--- src/rtl/rf_write_arbiter_pkg.sv ---
// mips_wb_pkg: shared definitions for the register-file write arbiter.
//   - writeback opcode classes and the set of classes that write a register
//   - long-latency result buffer entry type
//   - default result buffer depth
package mips_wb_pkg;

  localparam int FIFO_DEPTH_DEF = 2;

  localparam logic [5:0] OPT_ALU_R = 6'h00;
  localparam logic [5:0] OPT_ALU_I = 6'h01;
  localparam logic [5:0] OPT_LOAD  = 6'h02;
  localparam logic [5:0] OPT_STORE = 6'h03;
  localparam logic [5:0] OPT_SHIFT = 6'h04;
  localparam logic [5:0] OPT_LUI   = 6'h05;
  localparam logic [5:0] OPT_LINK  = 6'h06;
  localparam logic [5:0] OPT_MOVE  = 6'h13;

  typedef struct packed {
    logic [4:0]  addr;
    logic [31:0] data;
  } wb_entry_t;

  function automatic logic wb_optype_we(input logic [5:0] optype);
    case (optype)
      OPT_ALU_R, OPT_ALU_I, OPT_LOAD, OPT_SHIFT,
      OPT_LUI, OPT_LINK, OPT_MOVE: return 1'b1;
      default:                     return 1'b0;
    endcase
  endfunction

endpackage

--- src/rtl/rf_write_arbiter_if.sv ---
// rf_write_arbiter_if: request-side bus of the register-file write arbiter.
//   wb_*    : writeback stage result (valid, opcode class, destination, data)
//   lu_*    : long-latency result valid/ready handshake with destination/data
//   issue_* : destination of an instruction issued to the long-latency unit
// master = pipeline/long-latency side, slave = arbiter.
interface rf_write_arbiter_if;
  logic        wb_valid;
  logic [5:0]  wb_optype;
  logic [4:0]  wb_addr;
  logic [31:0] wb_data;
  logic        lu_valid;
  logic        lu_ready;
  logic [4:0]  lu_addr;
  logic [31:0] lu_data;
  logic        issue_valid;
  logic [4:0]  issue_addr;

  modport master (
    output wb_valid, wb_optype, wb_addr, wb_data,
    output lu_valid, lu_addr, lu_data,
    output issue_valid, issue_addr,
    input  lu_ready
  );

  modport slave (
    input  wb_valid, wb_optype, wb_addr, wb_data,
    input  lu_valid, lu_addr, lu_data,
    input  issue_valid, issue_addr,
    output lu_ready
  );
endinterface

--- src/rtl/rf_write_arbiter_skid_fifo.sv ---
// wb_skid_fifo: synchronous FIFO buffering long-latency results until the
// register-file write port is free.
//   clk, rst     : clock, synchronous active-high reset (empties the FIFO)
//   push, din    : enqueue (ignored when full)
//   pop, dout    : dequeue (ignored when empty); dout shows the head entry
//   full, empty  : status
//   count        : number of stored entries
// DEPTH must be a power of two so the pointers wrap by natural overflow.
module wb_skid_fifo
  import mips_wb_pkg::*;
#(
  parameter int DEPTH = FIFO_DEPTH_DEF
) (
  input  logic                   clk,
  input  logic                   rst,
  input  logic                   push,
  input  wb_entry_t              din,
  input  logic                   pop,
  output wb_entry_t              dout,
  output logic                   full,
  output logic                   empty,
  output logic [$clog2(DEPTH):0] count
);
  localparam int AW = $clog2(DEPTH);
  localparam int CW = AW + 1;

  wb_entry_t      mem [DEPTH];
  logic [AW-1:0]  wr_ptr, rd_ptr;
  logic           do_push, do_pop;

  assign full    = (count == CW'(DEPTH));
  assign empty   = (count == '0);
  assign do_push = push && !full;
  assign do_pop  = pop && !empty;
  assign dout    = mem[rd_ptr];

  always_ff @(posedge clk) begin
    if (do_push) mem[wr_ptr] <= din;
  end

  always_ff @(posedge clk) begin
    if (rst) begin
      wr_ptr <= '0;
      rd_ptr <= '0;
      count  <= '0;
    end else begin
      if (do_push) wr_ptr <= wr_ptr + AW'(1);
      if (do_pop)  rd_ptr <= rd_ptr + AW'(1);
      count <= count + CW'(do_push) - CW'(do_pop);
    end
  end
endmodule

--- src/rtl/rf_write_arbiter.sv ---
// rf_write_arbiter: shares the single register-file write port between the
// writeback stage and the long-latency unit, and keeps the pending-destination
// scoreboard used by issue for RAW/WAW stalls.
//   clk, rst  : clock, synchronous active-high reset
//   bus       : rf_write_arbiter_if.slave (wb_*, lu_* handshake, issue_*)
//   pend      : pending-destination bitmap
//   stall_req : registered; WB must send a bubble while high
//   rf_we/rf_addr/rf_data : registered register-file write port
//   err_waw   : sticky, WB wrote a register still pending from the LU
// Optional build macro WB_FWD_EN adds fwd_valid/fwd_addr/fwd_data, the
// unregistered write selected this cycle, for decode-stage bypass.
module rf_write_arbiter
  import mips_wb_pkg::*;
#(
  parameter int FIFO_DEPTH = FIFO_DEPTH_DEF
) (
  input  logic                      clk,
  input  logic                      rst,
  rf_write_arbiter_if.slave         bus,
  output logic [31:0]               pend,
  output logic                      stall_req,
  output logic                      rf_we,
  output logic [4:0]                rf_addr,
  output logic [31:0]               rf_data,
  output logic                      err_waw
`ifdef WB_FWD_EN
  ,
  output logic                      fwd_valid,
  output logic [4:0]                fwd_addr,
  output logic [31:0]               fwd_data
`endif
);
  localparam int CW = $clog2(FIFO_DEPTH) + 1;
  localparam logic [CW-1:0] STALL_LVL = CW'(FIFO_DEPTH - 1);

  logic          wb_req, lu_xfer, push, pop;
  logic          full, empty;
  logic [CW-1:0] count, count_nxt;
  wb_entry_t     head, lu_entry;
  logic          sel_we;
  logic [4:0]    sel_addr;
  logic [31:0]   sel_data;
  logic [31:0]   pend_nxt;

  assign wb_req = bus.wb_valid && wb_optype_we(bus.wb_optype) && (bus.wb_addr != 5'd0);

  assign bus.lu_ready = !rst && !full;
  assign lu_xfer      = bus.lu_valid && bus.lu_ready;
  // Results for r0 complete the handshake but are never stored.
  assign push         = lu_xfer && (bus.lu_addr != 5'd0);
  // WB owns the port whenever it requests; the buffer drains only in gaps.
  assign pop          = !wb_req && !empty;

  assign lu_entry.addr = bus.lu_addr;
  assign lu_entry.data = bus.lu_data;

  wb_skid_fifo #(.DEPTH(FIFO_DEPTH)) u_fifo (
    .clk   (clk),
    .rst   (rst),
    .push  (push),
    .din   (lu_entry),
    .pop   (pop),
    .dout  (head),
    .full  (full),
    .empty (empty),
    .count (count)
  );

  assign count_nxt = count + CW'(push) - CW'(pop);

  assign sel_we   = wb_req || pop;
  assign sel_addr = wb_req ? bus.wb_addr : head.addr;
  assign sel_data = wb_req ? bus.wb_data : head.data;

  // Clear on commit first, then set on issue, so a same-cycle reissue wins.
  always_comb begin
    pend_nxt = pend;
    if (pop) pend_nxt[head.addr] = 1'b0;
    if (bus.issue_valid && (bus.issue_addr != 5'd0)) pend_nxt[bus.issue_addr] = 1'b1;
  end

  always_ff @(posedge clk) begin
    if (rst) begin
      rf_we     <= 1'b0;
      rf_addr   <= '0;
      rf_data   <= '0;
      pend      <= '0;
      stall_req <= 1'b0;
      err_waw   <= 1'b0;
    end else begin
      rf_we <= sel_we;
      if (sel_we) begin
        rf_addr <= sel_addr;
        rf_data <= sel_data;
      end
      pend      <= pend_nxt;
      // Raised one entry early so a drain slot exists before the buffer fills.
      stall_req <= (count_nxt >= STALL_LVL);
      if (wb_req && pend[bus.wb_addr]) err_waw <= 1'b1;
    end
  end

`ifdef WB_FWD_EN
  assign fwd_valid = sel_we;
  assign fwd_addr  = sel_addr;
  assign fwd_data  = sel_data;
`endif
endmodule

--- src/flat_wrapper.sv ---
// flat-port wrapper written by rule: the top's interface ports become plain ports
module rf_write_arbiter_flat import mips_wb_pkg::*;
#(
  parameter int FIFO_DEPTH = FIFO_DEPTH_DEF
)
  (clk, rst, pend, stall_req, rf_we, rf_addr, rf_data, err_waw, bus_wb_valid, bus_wb_optype, bus_wb_addr, bus_wb_data, bus_lu_valid, bus_lu_addr, bus_lu_data, bus_issue_valid, bus_issue_addr, bus_lu_ready);
  rf_write_arbiter_if bus_i ();
  input  logic clk;
  input  logic rst;
  output logic [31:0] pend;
  output logic stall_req;
  output logic rf_we;
  output logic [4:0] rf_addr;
  output logic [31:0] rf_data;
  output logic err_waw;
  input wire logic [$bits(bus_i.wb_valid)-1:0] bus_wb_valid;
  input wire logic [$bits(bus_i.wb_optype)-1:0] bus_wb_optype;
  input wire logic [$bits(bus_i.wb_addr)-1:0] bus_wb_addr;
  input wire logic [$bits(bus_i.wb_data)-1:0] bus_wb_data;
  input wire logic [$bits(bus_i.lu_valid)-1:0] bus_lu_valid;
  input wire logic [$bits(bus_i.lu_addr)-1:0] bus_lu_addr;
  input wire logic [$bits(bus_i.lu_data)-1:0] bus_lu_data;
  input wire logic [$bits(bus_i.issue_valid)-1:0] bus_issue_valid;
  input wire logic [$bits(bus_i.issue_addr)-1:0] bus_issue_addr;
  output wire logic [$bits(bus_i.lu_ready)-1:0] bus_lu_ready;
  assign bus_i.wb_valid = bus_wb_valid;
  assign bus_i.wb_optype = bus_wb_optype;
  assign bus_i.wb_addr = bus_wb_addr;
  assign bus_i.wb_data = bus_wb_data;
  assign bus_i.lu_valid = bus_lu_valid;
  assign bus_i.lu_addr = bus_lu_addr;
  assign bus_i.lu_data = bus_lu_data;
  assign bus_i.issue_valid = bus_issue_valid;
  assign bus_i.issue_addr = bus_issue_addr;
  assign bus_lu_ready = bus_i.lu_ready;
  rf_write_arbiter #(.FIFO_DEPTH(FIFO_DEPTH)) u_core (.clk(clk), .rst(rst), .bus(bus_i), .pend(pend), .stall_req(stall_req), .rf_we(rf_we), .rf_addr(rf_addr), .rf_data(rf_data), .err_waw(err_waw));
endmodule
--- config.mk ---
export PLATFORM = sky130hd
export DESIGN_NAME = rf_write_arbiter_flat
export DESIGN_NICKNAME = d
export VERILOG_FILES = /design/src/rtl/rf_write_arbiter_pkg.sv /design/src/rtl/rf_write_arbiter_if.sv /design/src/rtl/rf_write_arbiter_skid_fifo.sv /design/src/rtl/rf_write_arbiter.sv /design/src/flat_wrapper.sv
export SDC_FILE = /design/constraint.sdc
export NUM_CORES = 1
export LEC_CHECK = 0
export CORE_ASPECT_RATIO = 2
export CORE_MARGIN = 5
export CORE_UTILIZATION = 40
export DETAILED_ROUTE_END_ITERATION = 10
export DONT_BUFFER_PORTS = 1
export PLACE_DENSITY_LB_ADDON = 0.05
export SYNTH_ARGS = -nofsm -noshare
export SYNTH_HDL_FRONTEND = slang
export SYNTH_SLANG_ARGS = --single-unit
--- constraint.sdc ---
create_clock -name clk -period 3.25 [get_ports clk]
set_input_delay 0.1625 -clock clk [delete_from_list [all_inputs] [get_ports clk]]
set_output_delay 0.1625 -clock clk [all_outputs]
set_load 0.02 [all_outputs]
Word level (Yosys, flattened, before mapping)

Memory sizes are Yosys's and may differ from the RTL's. A register that Yosys moved wholly into a read port is not among the register bits.
Index checks and enable logic that the tools add are counted.

$add $sub $neg: 6
Reductions and logical operators: 23
$lt $le $gt $ge: 6
Equal/unequal tests: 7
Bitwise gates (word level): 3
Muxes and demuxes: 15

Operators by type and width:

| operator                                                           | count |
|---|---|
| 2-to-1 mux 32 bit                                                  | 3 |
| bitwise AND 32 bit                                                 | 1 |
| inverter 32 bit                                                    | 1 |
| OR 32 bit                                                          | 1 |
| == test 6 x 3 -> 1 bit (second input constant)                     | 3 |
| less-than comparator 5 x 6 -> 1 bit (second input constant)        | 3 |
| nonzero test 5 bit                                                 | 3 |
| logical AND 1 bit                                                  | 12 |
| demux 1 bit (select 5 bit)                                         | 2 |
| greater-or-equal comparator 5 x 1 -> 1 bit (second input constant) | 2 |
| 2-to-1 mux 1 bit                                                   | 8 |
| OR reduction 7 bit                                                 | 1 |
| == test 6 x 1 -> 1 bit (second input constant)                     | 1 |
| == test 6 x 2 -> 1 bit (second input constant)                     | 1 |
| == test 6 x 5 -> 1 bit (second input constant)                     | 1 |
| zero test 6 bit                                                    | 1 |
| binary-select mux 1 bit (select 5 bit)                             | 1 |
| 2-to-1 mux 5 bit                                                   | 1 |
| adder 2 x 1 -> 2 bit                                               | 2 |
| zero test 1 bit                                                    | 4 |
| subtractor 2 x 1 -> 2 bit                                          | 2 |
| adder 1 bit (second input constant)                                | 2 |
| == test 2 bit (second input constant)                              | 1 |
| greater-or-equal comparator 2 x 1 -> 1 bit (second input constant) | 1 |
| other kinds (2)                                                    | 2 |

Memories kept: 1
Bits in writable memories: 74
Register bits after elaboration: 76

Memory list:

| memory            | depth | bits a word | rd ports | clocked after memory_dff | write ports | line                             | RTL |
|---|---|---|---|---|---|---|---|
| u_core.u_fifo.mem | 2     | 37          | 1        | 1                        | 1           | rf_write_arbiter_skid_fifo.sv:27 | `wb_entry_t mem [DEPTH];` |

Logic depth before layout (Yosys ltp)

Gate-level depths: netlist of the first run.

Word-level depth: 10
Mapped depth: 12
Depth with buffers taken out: 11

Hierarchy

From an unflattened synthesis of the first run, not the netlist that was laid out.

Cells, all modules: 512
Area total of the unflattened synthesis: 6540.0 µm²

Modules (own cells, without submodules):

| module           | seq. area each (µm²) | instances | cells an instance | area an instance (µm²) |
|---|---|---|---|---|
| rf_write_arbiter | 1441.4               | 1         | 370               | 3639.7 |
| wb_skid_fifo     | 2322.2               | 1         | 142               | 2900.3 |

Least setup slack after synthesis of the first run

Ideal clock, no wire load.

Path type: reg-to-reg
Start point: register u_core.u_fifo.count[0]
End point: memory u_core.u_fifo.mem[0][0] (netlist name) (enable)
Path buffers: 0
Period minus slack after synthesis: 3176 ps
Cell stages (with the launch flop): 5
Data arrival time: 2745 ps
Slack: 74 ps
Setup time: 431 ps
Cells stage by stage: dfxtp_1 inv_1 a21oi_1 o211ai_1 nor2_1

Longest elaborated chain between the ends: 8

RTL lines:

| what                                   | line                             | RTL |
|---|---|---|
| from (decl)                            | rf_write_arbiter_skid_fifo.sv:22 | `output logic [$clog2(DEPTH):0] count` |
| from (signal assigned)                 | rf_write_arbiter_skid_fifo.sv:49 | `count <= count + CW'(do_push) - CW'(do_pop);` |
| == test 2 bit                          | rf_write_arbiter_skid_fifo.sv:31 | `assign full = (count == CW'(DEPTH));` |
| zero test 1 bit                        | rf_write_arbiter.sv:47           | `assign bus.lu_ready = !rst && !full;` |
| logical AND 1 bit                      | rf_write_arbiter.sv:47           |  |
| net bus_lu_ready                       | flat_wrapper.sv:25               | `output wire logic [$bits(bus_i.lu_ready)-1:0] bus_lu_ready;` |
| logical AND 1 bit                      | rf_write_arbiter.sv:48           | `assign lu_xfer = bus.lu_valid && bus.lu_ready;` |
| logical AND 1 bit                      | rf_write_arbiter.sv:50           | `assign push = lu_xfer && (bus.lu_addr != 5'd0);` |
| logical AND 1 bit                      | rf_write_arbiter_skid_fifo.sv:33 | `assign do_push = push && !full;` |
| 2-to-1 mux 1 bit                       | rf_write_arbiter_skid_fifo.sv:38 | `if (do_push) mem[wr_ptr] <= din;` |
| 2-to-1 mux 1 bit (implied by the code) | rf_write_arbiter_skid_fifo.sv:38 |  |
| to (decl)                              | rf_write_arbiter_skid_fifo.sv:27 |  |

The timed path passes the listed nets, and every way through them passes these cells.

Worst setup path after layout of the first run

Start point: register u_core.u_fifo.count[1]
End point: register u_core.rf_data[12]

Longest elaborated chain between the ends: 4

RTL lines:

| what                 | line                             | RTL |
|---|---|---|
| zero test 2 bit      | rf_write_arbiter_skid_fifo.sv:32 | `assign empty = (count == '0);` |
| zero test 1 bit      | rf_write_arbiter.sv:52           | `assign pop = !wb_req && !empty;` |
| logical AND 1 bit    | rf_write_arbiter.sv:52           |  |
| logical OR 1 bit     | rf_write_arbiter.sv:71           | `assign sel_we = wb_req \|\| pop;` |
| to (signal assigned) | rf_write_arbiter.sv:94           | `rf_data <= sel_data;` |
| to (decl)            | rf_write_arbiter.sv:24           | `output logic [31:0] rf_data,` |

Every way passes these cells.
A chain may end at the register's enable or synchronous reset.

==> run_results.csv, run 1 <==
group,metric,value,unit
critical_path,worstReg2RegEnd,"u_core.rf_data[12]$_SDFFE_PP0P_",
placement,dpl_cell_area,6740,um2
synthesis,syn_inst,533,
final_layout,diodes,0,
grt,use_met2,37.3,%
critical_path,arrival,2.86,ns
sta,worst_slew_pin_slew,0.896,ns
floorplan,die_w,101,um
floorplan,rows,66,
critical_path,reg2reg_from,"u_core.u_fifo.count[1]$_SDFF_PP0_",
detailed_routing,drc,0,
power_and_ir_drop,ir_drop,0.454,mV
synthesis,synth_seq_cells,151,
critical_path,path_delay_family,"buffers and inverters",
critical_path,path_cells,"or2_4, buf_4, buf_4, nand2_1, o211ai_2, a21oi_2, dlygate4sd3_1",
grt,grt_util_met1,16.9,%
grt,first_global_vias,4942,
grt,grt_pass1_wl,27900,um
hold_path,min_from,"bus_issue_valid",
detailed_routing,vias,4629,
clock_tree,path_clk_slew,0.06,ns
detailed_routing,drt_iter0_markers,175,
clock_tree,cts_tree,"yes",
placement,place_inst,709,
clock_tree,cts.sinks,151,
sta,slew_violations,0,
final_layout,multiInputGateArea,2620,um2
final_layout,fillers,1424,
power_and_ir_drop,p_total,6.11,mW
synthesis,synth_top_cell_by_area,"edfxtp_1",
clock_tree,clock-root-buffer,"clkbuf_16",
critical_path,cp.buffers_inverters,3,
hold_path,hold_depth,2,
final_layout,drive_gt1_share,17.8,%
critical_path,ff2ff_setup_slack,0.70,ns
sta,slew-limit-headroom,40.2,%
synthesis,synthesis.area,6610,um2
clock_tree,clockBufferDepth,2,
grt,grt_max_degree,51,
sta,setup_tns,0,ns
grt,grt_usage,19.5,%
final_layout,final_cells,823,
critical_path,critPathKind,"flop to flop",
synthesis,ys.flop_type,"dfxtp_1",
floorplan,start_util,40.6,%
sta,fin_skew,0.00613,ns
synthesis,synth-async-reset-ratio,0,%
final_layout,area_growth,23.0,%
floorplan,core_area,16300,um2
synthesis,syn_nets,627,
sta,setup_viol,0,
placement,port_buffers,0,
sta,whs,0.0294,ns
grt,overflow,0,
synthesis,synth_top_cell_area_share,33.6,%
power_and_ir_drop,p_per_area,752,nW/um2
critical_path,start_kind,"flop",
sta,timing.final.crit_share,78.6,%
critical_path,reg2reg_depth,7,
sta,final-hold-violation-count,0,
detailed_routing,routedWlPerCell,22.7,um
detailed_routing,drtPass1Iterations,4,
sta,fin_crit,2.55,ns
critical_path,cp.required,3.56,ns
placement,hpwl,13000,um
synthesis,yosys-top-cells-area,"edfxtp_1 34%, dfxtp_1 23%, mux2i_1 5.9%, o211ai_2 5.1%, nand2_1 4.5%",
detailed_routing,drt-total-wl,18600,um
clock_tree,cts_resized,0,
detailed_routing,viasPerCell,5.62,
final_layout,register_area,3760,um2
sta,grt_setup_unrepaired,"false",
floorplan,ios,163,
synthesis,synth_edf_count,74,
floorplan,floorplan.die.height,192,um
synthesis,yosysUniqueCellTypes,44,
critical_path,path_max_fanout,38,
synthesis,yosys_warnings,0,
critical_path,cp_slowest_stage_delay,0.55,ns
grt,use_met3,6.51,%
grt,gr-max-usage-layer,"met2",
hold_path,hold_path_class,"input port to flop",
critical_path,critPathMostFrequentCell,"buf_4",
synthesis,yosysSeqAreaShare,57.0,%
clock_tree,cts_setup_buffers,0,
synthesis,syn_area_per_cell,12.4,um2
clock_tree,holdBufCountCts,82,
floorplan,die-area,19300,um2
hold_path,min_to,"u_core.pend[22]$_SDFF_PP0_",
detailed_routing,ant_nets,0,
grt,antenna_found_initial,0,
clock_tree,cts_max_level,4,
critical_path,crit_path_top_delay_cell,"dlygate4sd3_1",
job,maxCapViolations,0,
status,outcome,"completed",
clock_tree,clk_latency,0.42,ns
placement,gp_congestion,0.828,
clock_tree,numCtsBuffers,17,
power_and_ir_drop,p_leak,2.78,nW
final_layout,final_nets,700,
critical_path,end_kind,"flop",
final_layout,fin_area,8130,um2
sta,fmax,392,MHz
where the power goes:
group          switching [mW]  internal [mW]  leakage [nW]
combinational           0.838          0.664          1.22
clock                   0.769           1.07         0.257
sequential              0.494           2.28          1.31
total                    2.10           4.01          2.78
how the worst max path moves through the flow:
stage	startpoint	to	slack [ns]	cells after the start
2_1_floorplan	u_core.u_fifo.count[0]$_SDFF_PP0_	u_core.u_fifo.mem[0][0]$_DFFE_PP_	0.07	4
3_3_place_gp	flop	u_core.pend[17]$_SDFF_PP0_	0.99	4
3_5_place_dp	flop	u_core.pend[26]$_SDFF_PP0_	0.95	4
4_1_cts	u_core.u_fifo.count[1]$_SDFF_PP0_	u_core.rf_data[12]$_SDFFE_PP0P_	0.69	7
5_1_grt	u_core.u_fifo.count[1]$_SDFF_PP0_	u_core.rf_data[12]$_SDFFE_PP0P_	0.58	7
6_report	u_core.u_fifo.count[1]$_SDFF_PP0_	u_core.rf_data[12]$_SDFFE_PP0P_	0.70	7
flip-flops by register name (all words and copies together) (netlist names), named ones only:
signal	cells
u_core.err_waw	1
u_core.rf_we	1
u_core.stall_req	1
u_core.u_fifo.rd_ptr	1
u_core.u_fifo.count	2
u_core.u_fifo.mem	74
u_core.rf_data	32
u_core.rf_addr	5
u_core.pend	32
u_core.u_fifo.wr_ptr	1
final cells by class:
type                    count  share of cell area (%)
repair buffers             90                    11.2
well taps                 204                    3.14
inverters                   8                   0.369
multi-input cells         338                    32.2
clock buffers              20                    5.50
clock inverters            12                    1.28
flip-flops and latches    151                    46.3
cell usage after synthesis, types with 2 or more instances:
library cell	instances
a21oi_2	29
inv_1	8
o31ai_1	4
o211ai_4	4
xor2_1	2
or2_2	3
buf_12	3
nand2b_1	5
nand3b_1	3
mux4_1	8
o311ai_1	27
nor2b_1	4
edfxtp_1	74
dfxtp_1	77
or3_1	4
nand2_1	80
buf_2	6
xnor2_1	4
ha_1	4
buf_1	4
o211ai_1	9
mux2i_1	39
o21ai_0	25
clkbuf_1	19
nor2_1	18
buf_6	4
nand3_1	6
mux2_2	2
a21oi_1	15
o21ai_1	3
o211ai_2	27
metal layers:
metal  up-vias  part of all wire [%]
li1       2167                     -
met1      2233                    31
met2       178                    57
met3        51                   7.0
met4         0                   4.7
met5         -                     0
logic make-up (layout without fill, tap and decap cells):
group	count (synthesis)	after routing	synth area share [%]
AOI/OAI and AO/OA	148	148	19.2
buffers and inverters	44	130	3.81
DFF	151	151	57.0
muxes	49	49	9.43
xor gates and xnor gates	6	6	0.795
adders and majority gates	4	4	0.758
and+or+nand+nor	131	131	9.03
cells in the final DEF (no fill, tap or decap), types with 4 or more instances in the layout:
master         netlist  routed
a21oi_1             15      15
a21oi_2             29      29
buf_4                0       7
clkbuf_16            0      17
clkinvlp_4           0       4
dfxtp_1             77      76
dlygate4sd3_1        0      81
edfxtp_1            74      74
ha_1                 4       4
inv_1                8       8
mux2i_1             39      39
mux4_1               8       8
nand2_1             80      80
nand2b_1             5       5
nand3_1              6       6
nor2_1              18      15
nor2b_1              4       4
o211ai_1             9       9
o211ai_2            27      27
o211ai_4             4       4
o21ai_0             25      25
o311ai_1            27      27
o31ai_1              4       4
or3_1                4       4
xnor2_1              4       4
stage by stage:
step / setup WS (ns) / utilization [%]
3_5_place_dp: 0.952 / 41.4
5_1_grt: 0.578 / 50.0
2_1_floorplan: 0.0739 / -
3_3_place_gp: 0.989 / 41.4
6_report: 0.697 / 50.0
4_1_cts: 0.685 / 50.0
(Power assumes the default switching activity.)
==> inputs of run 2 (changes only) <==
--- a/config.mk
+++ b/config.mk
@@ -5,6 +5,7 @@
 export SDC_FILE = /design/constraint.sdc
 export NUM_CORES = 1
 export LEC_CHECK = 0
+export ABC_AREA = 1
 export CORE_ASPECT_RATIO = 2
 export CORE_MARGIN = 5
 export CORE_UTILIZATION = 40
==> constraint.sdc (replaced) <==
create_clock -name clk -period 2.1 [get_ports clk]
set_input_delay 0.105 -clock clk [delete_from_list [all_inputs] [get_ports clk]]
set_output_delay 0.105 -clock clk [all_outputs]
set_load 0.02 [all_outputs]
==> run 2 against run 1 <==
Design area is 1.7% lower. Non-clock buffer count down 2. Count of clock-buffer cells in the layout up 1. Synthesized cell count rose by 38%. Clock power grew 59%. Highest routed layer unchanged.
==> run_results.csv, run 2 <==
group,metric,value,unit
status,outcome,"completed",
critical_path,end_kind,"flop",
floorplan,ios,163,
floorplan,core_area,15900,um2
critical_path,start_kind,"flop",
job,maxCapViolations,0,
sta,fin_crit,1.72,ns
grt,first_global_vias,5483,
floorplan,floorplan.die.height,190,um
hold_path,hold_path_class,"input port to flop",
critical_path,arrival,2.06,ns
synthesis,ys.flop_type,"dfxtp_1",
sta,fmax,583,MHz
synthesis,syn_inst,736,
power_and_ir_drop,p_total,9.33,mW
final_layout,diodes,0,
floorplan,rows,65,
final_layout,largest_register_ffs,74,
clock_tree,clk_latency,0.42,ns
clock_tree,cts_tree,"yes",
detailed_routing,drc,0,
critical_path,reg2reg_from,"u_core.u_fifo.count[1]$_SDFF_PP0_",
sta,slew_violations,0,
final_layout,multiInputGateArea,2330,um2
critical_path,ff2ff_setup_slack,0.38,ns
synthesis,synth_top_cell_area_share,34.4,%
synthesis,yosys-top-cells-count,"283 x nand2_1, 77 x dfxtp_1, 75 x nand3_1",
power_and_ir_drop,p_switching,3.30,mW
critical_path,cp.required,2.45,ns
critical_path,cp_slowest_stage_delay,0.44,ns
detailed_routing,ant_nets,0,
final_layout,utilization,50.4,%
hold_path,min_from,"bus_wb_data[2]",
power_and_ir_drop,p_per_area,1170,nW/um2
synthesis,yosysMostFrequentCell,"nand2_1",
synthesis,synth_seq_cells,151,
final_layout,fillers,1499,
synthesis,synth_edf_count,74,
final_layout,top_regs,"u_core.u_fifo.mem (74), u_core.pend (32), u_core.rf_data (32)",
clock_tree,cts_max_level,4,
grt,grt_max_degree,68,
detailed_routing,routedWlPerCell,19.1,um
power_and_ir_drop,seq_power_share,43.7,%
sta,timing.final.crit_share,81.7,%
grt,overflow,0,
sta,final-hold-violation-count,0,
critical_path,crit_path_top_delay_cell,"dfxtp_1",
power_and_ir_drop,ir_drop,0.786,mV
synthesis,syn_nets,830,
synthesis,yosys_warnings,0,
power_and_ir_drop,internal-power,6.03,mW
power_and_ir_drop,clkPwrFrac,31.3,%
hold_path,min_to,"u_core.rf_data[2]$_SDFFE_PP0P_",
grt,antenna_found_initial,0,
detailed_routing,drtPass1Iterations,5,
critical_path,path_max_fanout,5,
sta,whs,0.0192,ns
sta,setup_viol,0,
clock_tree,cts.sinks,151,
final_layout,final_common_cell,"nand2_1",
synthesis,yosys-top-cells-area,"edfxtp_1 34%, dfxtp_1 24%, nand2_1 16%, nand3_1 5.8%, a21oi_1 3.6%",
final_layout,area_growth,23.7,%
detailed_routing,drt_iter0_markers,240,
clock_tree,clockBufferDepth,2,
final_layout,regMostFlops,"u_core.u_fifo.mem",
critical_path,critPathKind,"flop to flop",
synthesis,yosysUniqueCellTypes,29,
clock_tree,path_clk_slew,0.06,ns
critical_path,critPathMostFrequentCell,"inv_1",
final_layout,final_nets,903,
critical_path,reg2reg_depth,10,
placement,port_buffers,0,
placement,hpwl,13700,um
hold_path,hold_depth,4,
power_and_ir_drop,combinationalPowerShare,25.0,%
critical_path,path_cells,"inv_1, o21ai_0, inv_1, nand3_1, ha_1, inv_1, ha_1, xor2_1, o21ai_0, a21oi_1",
clock_tree,cts_resized,0,
synthesis,synth-async-reset-ratio,0,%
final_layout,register_area,3760,um2
floorplan,die-area,19000,um2
critical_path,worstReg2RegEnd,"u_core.u_fifo.count[1]$_SDFF_PP0_",
synthesis,syn_area_per_cell,8.78,um2
sta,slew-limit-headroom,43.2,%
sta,worst_slew_pin_slew,0.849,ns
detailed_routing,vias,5352,
grt,grt_pass1_wl,30100,um
detailed_routing,drt-total-wl,19500,um
sta,grt_setup_unrepaired,"false",
synthesis,yosysSeqAreaShare,58.2,%
critical_path,cp.buffers_inverters,3,
sta,fin_skew,0.0101,ns
placement,gp_congestion,0.871,
clock_tree,numCtsBuffers,17,
synthesis,synth_top_cell_by_area,"edfxtp_1",
critical_path,path_delay_family,"flip-flops",
synthesis,synthesis.area,6460,um2
floorplan,start_util,40.7,%
final_layout,layout.cells.most_common_list,"283 x nand2_1, 77 x dfxtp_1, 75 x nand3_1, 74 x edfxtp_1, 72 x dlygate4sd3_1",
clock_tree,clock-root-buffer,"clkbuf_16",
power_and_ir_drop,p_leak,3.07,nW
floorplan,die_w,99.9,um
detailed_routing,viasPerCell,5.23,
grt,grt_usage,21.0,%
power_and_ir_drop,switching_share,35.3,%
final_layout,drive_gt1_share,7.66,%
## run 2: cell types whose count changed in the layout (fill, tap and decap cells not counted), moves of 15 or more
cell / previous run / this run
nand2_1: 80 / 283
a21oi_1: 15 / 47
o211ai_2: 27 / 0
a31oi_1: 0 / 15
o311ai_1: 27 / 0
nand3_1: 6 / 75
inv_1: 8 / 41
a21oi_2: 29 / 0
mux2i_1: 39 / 1
## run 2: cell families (layout without fill, tap and decap cells)
family / Yosys count / in the layout / synth area share (%)
adder cells (fa/ha/maj): 4 / 4 / 0.774
XOR/XNOR: 3 / 3 / 0.407
AO/OA/AOI/OAI: 97 / 97 / 8.73
flip-flops: 151 / 151 / 58.2
buffers and inverters: 81 / 167 / 5.91
multiplexers: 1 / 1 / 0.155
AND/OR/NAND/NOR: 399 / 399 / 25.8
## run 2: area by class of cell
cell class | instances | area share (%)
multi-input combinational | 504 | 29.2
sequential | 151 | 47.1
tap | 201 | 3.15
inverter | 47 | 2.21
timing repair buffer | 88 | 11.4
clock buffer | 21 | 5.64
clock inverter | 11 | 1.35
## run 2: power by group through the flow
stage	registers, mW	logic (mW)	clock network [mW]
6_report	4.08	2.33	2.92
5_1_grt	4.12	2.64	3.10
4_1_cts	4.09	2.38	2.98
3_5_place_dp	4.15	2.22	0
3_3_place_gp	4.14	2.20	0
2_1_floorplan	4.04	1.72	0
## run 2: how the worst max path moves through the flow
| stage | start | to | slack [ns] | depth (start not counted) |
|---|---|---|---|---|
| finish | u_core.u_fifo.count[1]$_SDFF_PP0_ | u_core.u_fifo.count[1]$_SDFF_PP0_ | 0.38 | 10 |
| global route | u_core.u_fifo.count[1]$_SDFF_PP0_ | u_core.stall_req$_SDFF_PP0_ | 0.17 | 9 |
| CTS | u_core.u_fifo.count[1]$_SDFF_PP0_ | u_core.u_fifo.count[1]$_SDFF_PP0_ | 0.39 | 10 |
| detailed placement | bus_wb_optype[3] | u_core.u_fifo.count[1]$_SDFF_PP0_ | 0.37 | 10 |
| global placement | bus_wb_optype[3] | u_core.u_fifo.count[1]$_SDFF_PP0_ | 0.42 | 10 |
| floorplan | u_core.u_fifo.count[0]$_SDFF_PP0_ | u_core.u_fifo.mem[1][0]$_DFFE_PP_ | -0.16 | 4 |
## run 2: repair_timing
action,4_1_cts,5_1_grt
hold endpoints to repair,139,0
setup endpoints to repair,0,0
setup buffers,0,0
hold buffers,73,0
## run 2: metal layers
layer | up-vias | routed length, um | GRT usage, %
met5 | - | 0 | 0
met4 | 0 | 992 | 12.6
met3 | 54 | 1340 | 4.92
met2 | 219 | 10800 | 38.9
met1 | 2480 | 6440 | 20.5
li1 | 2599 | - | -
## run 2: through the flow
| step | instances | area [um2] | setup slack, ns | setup TNS [ns] |
|---|---|---|---|---|
| finish | 1023 | 7990 | 0.384 | 0 |
| global route | 1023 | 7990 | 0.174 | 0 |
| CTS | 1023 | 7990 | 0.387 | 0 |
| detailed placement | 918 | 6690 | 0.367 | 0 |
| global placement | 918 | 6690 | 0.423 | 0 |
| floorplan | 736 | 6470 | -0.155 | -11.48 |
## run 2: worst min-delay path, cell delays in order
cell and delay (ns):
nand2_1 0.03, o21ai_0 0.14, nand2_1 0.07, nand2_1 0.05
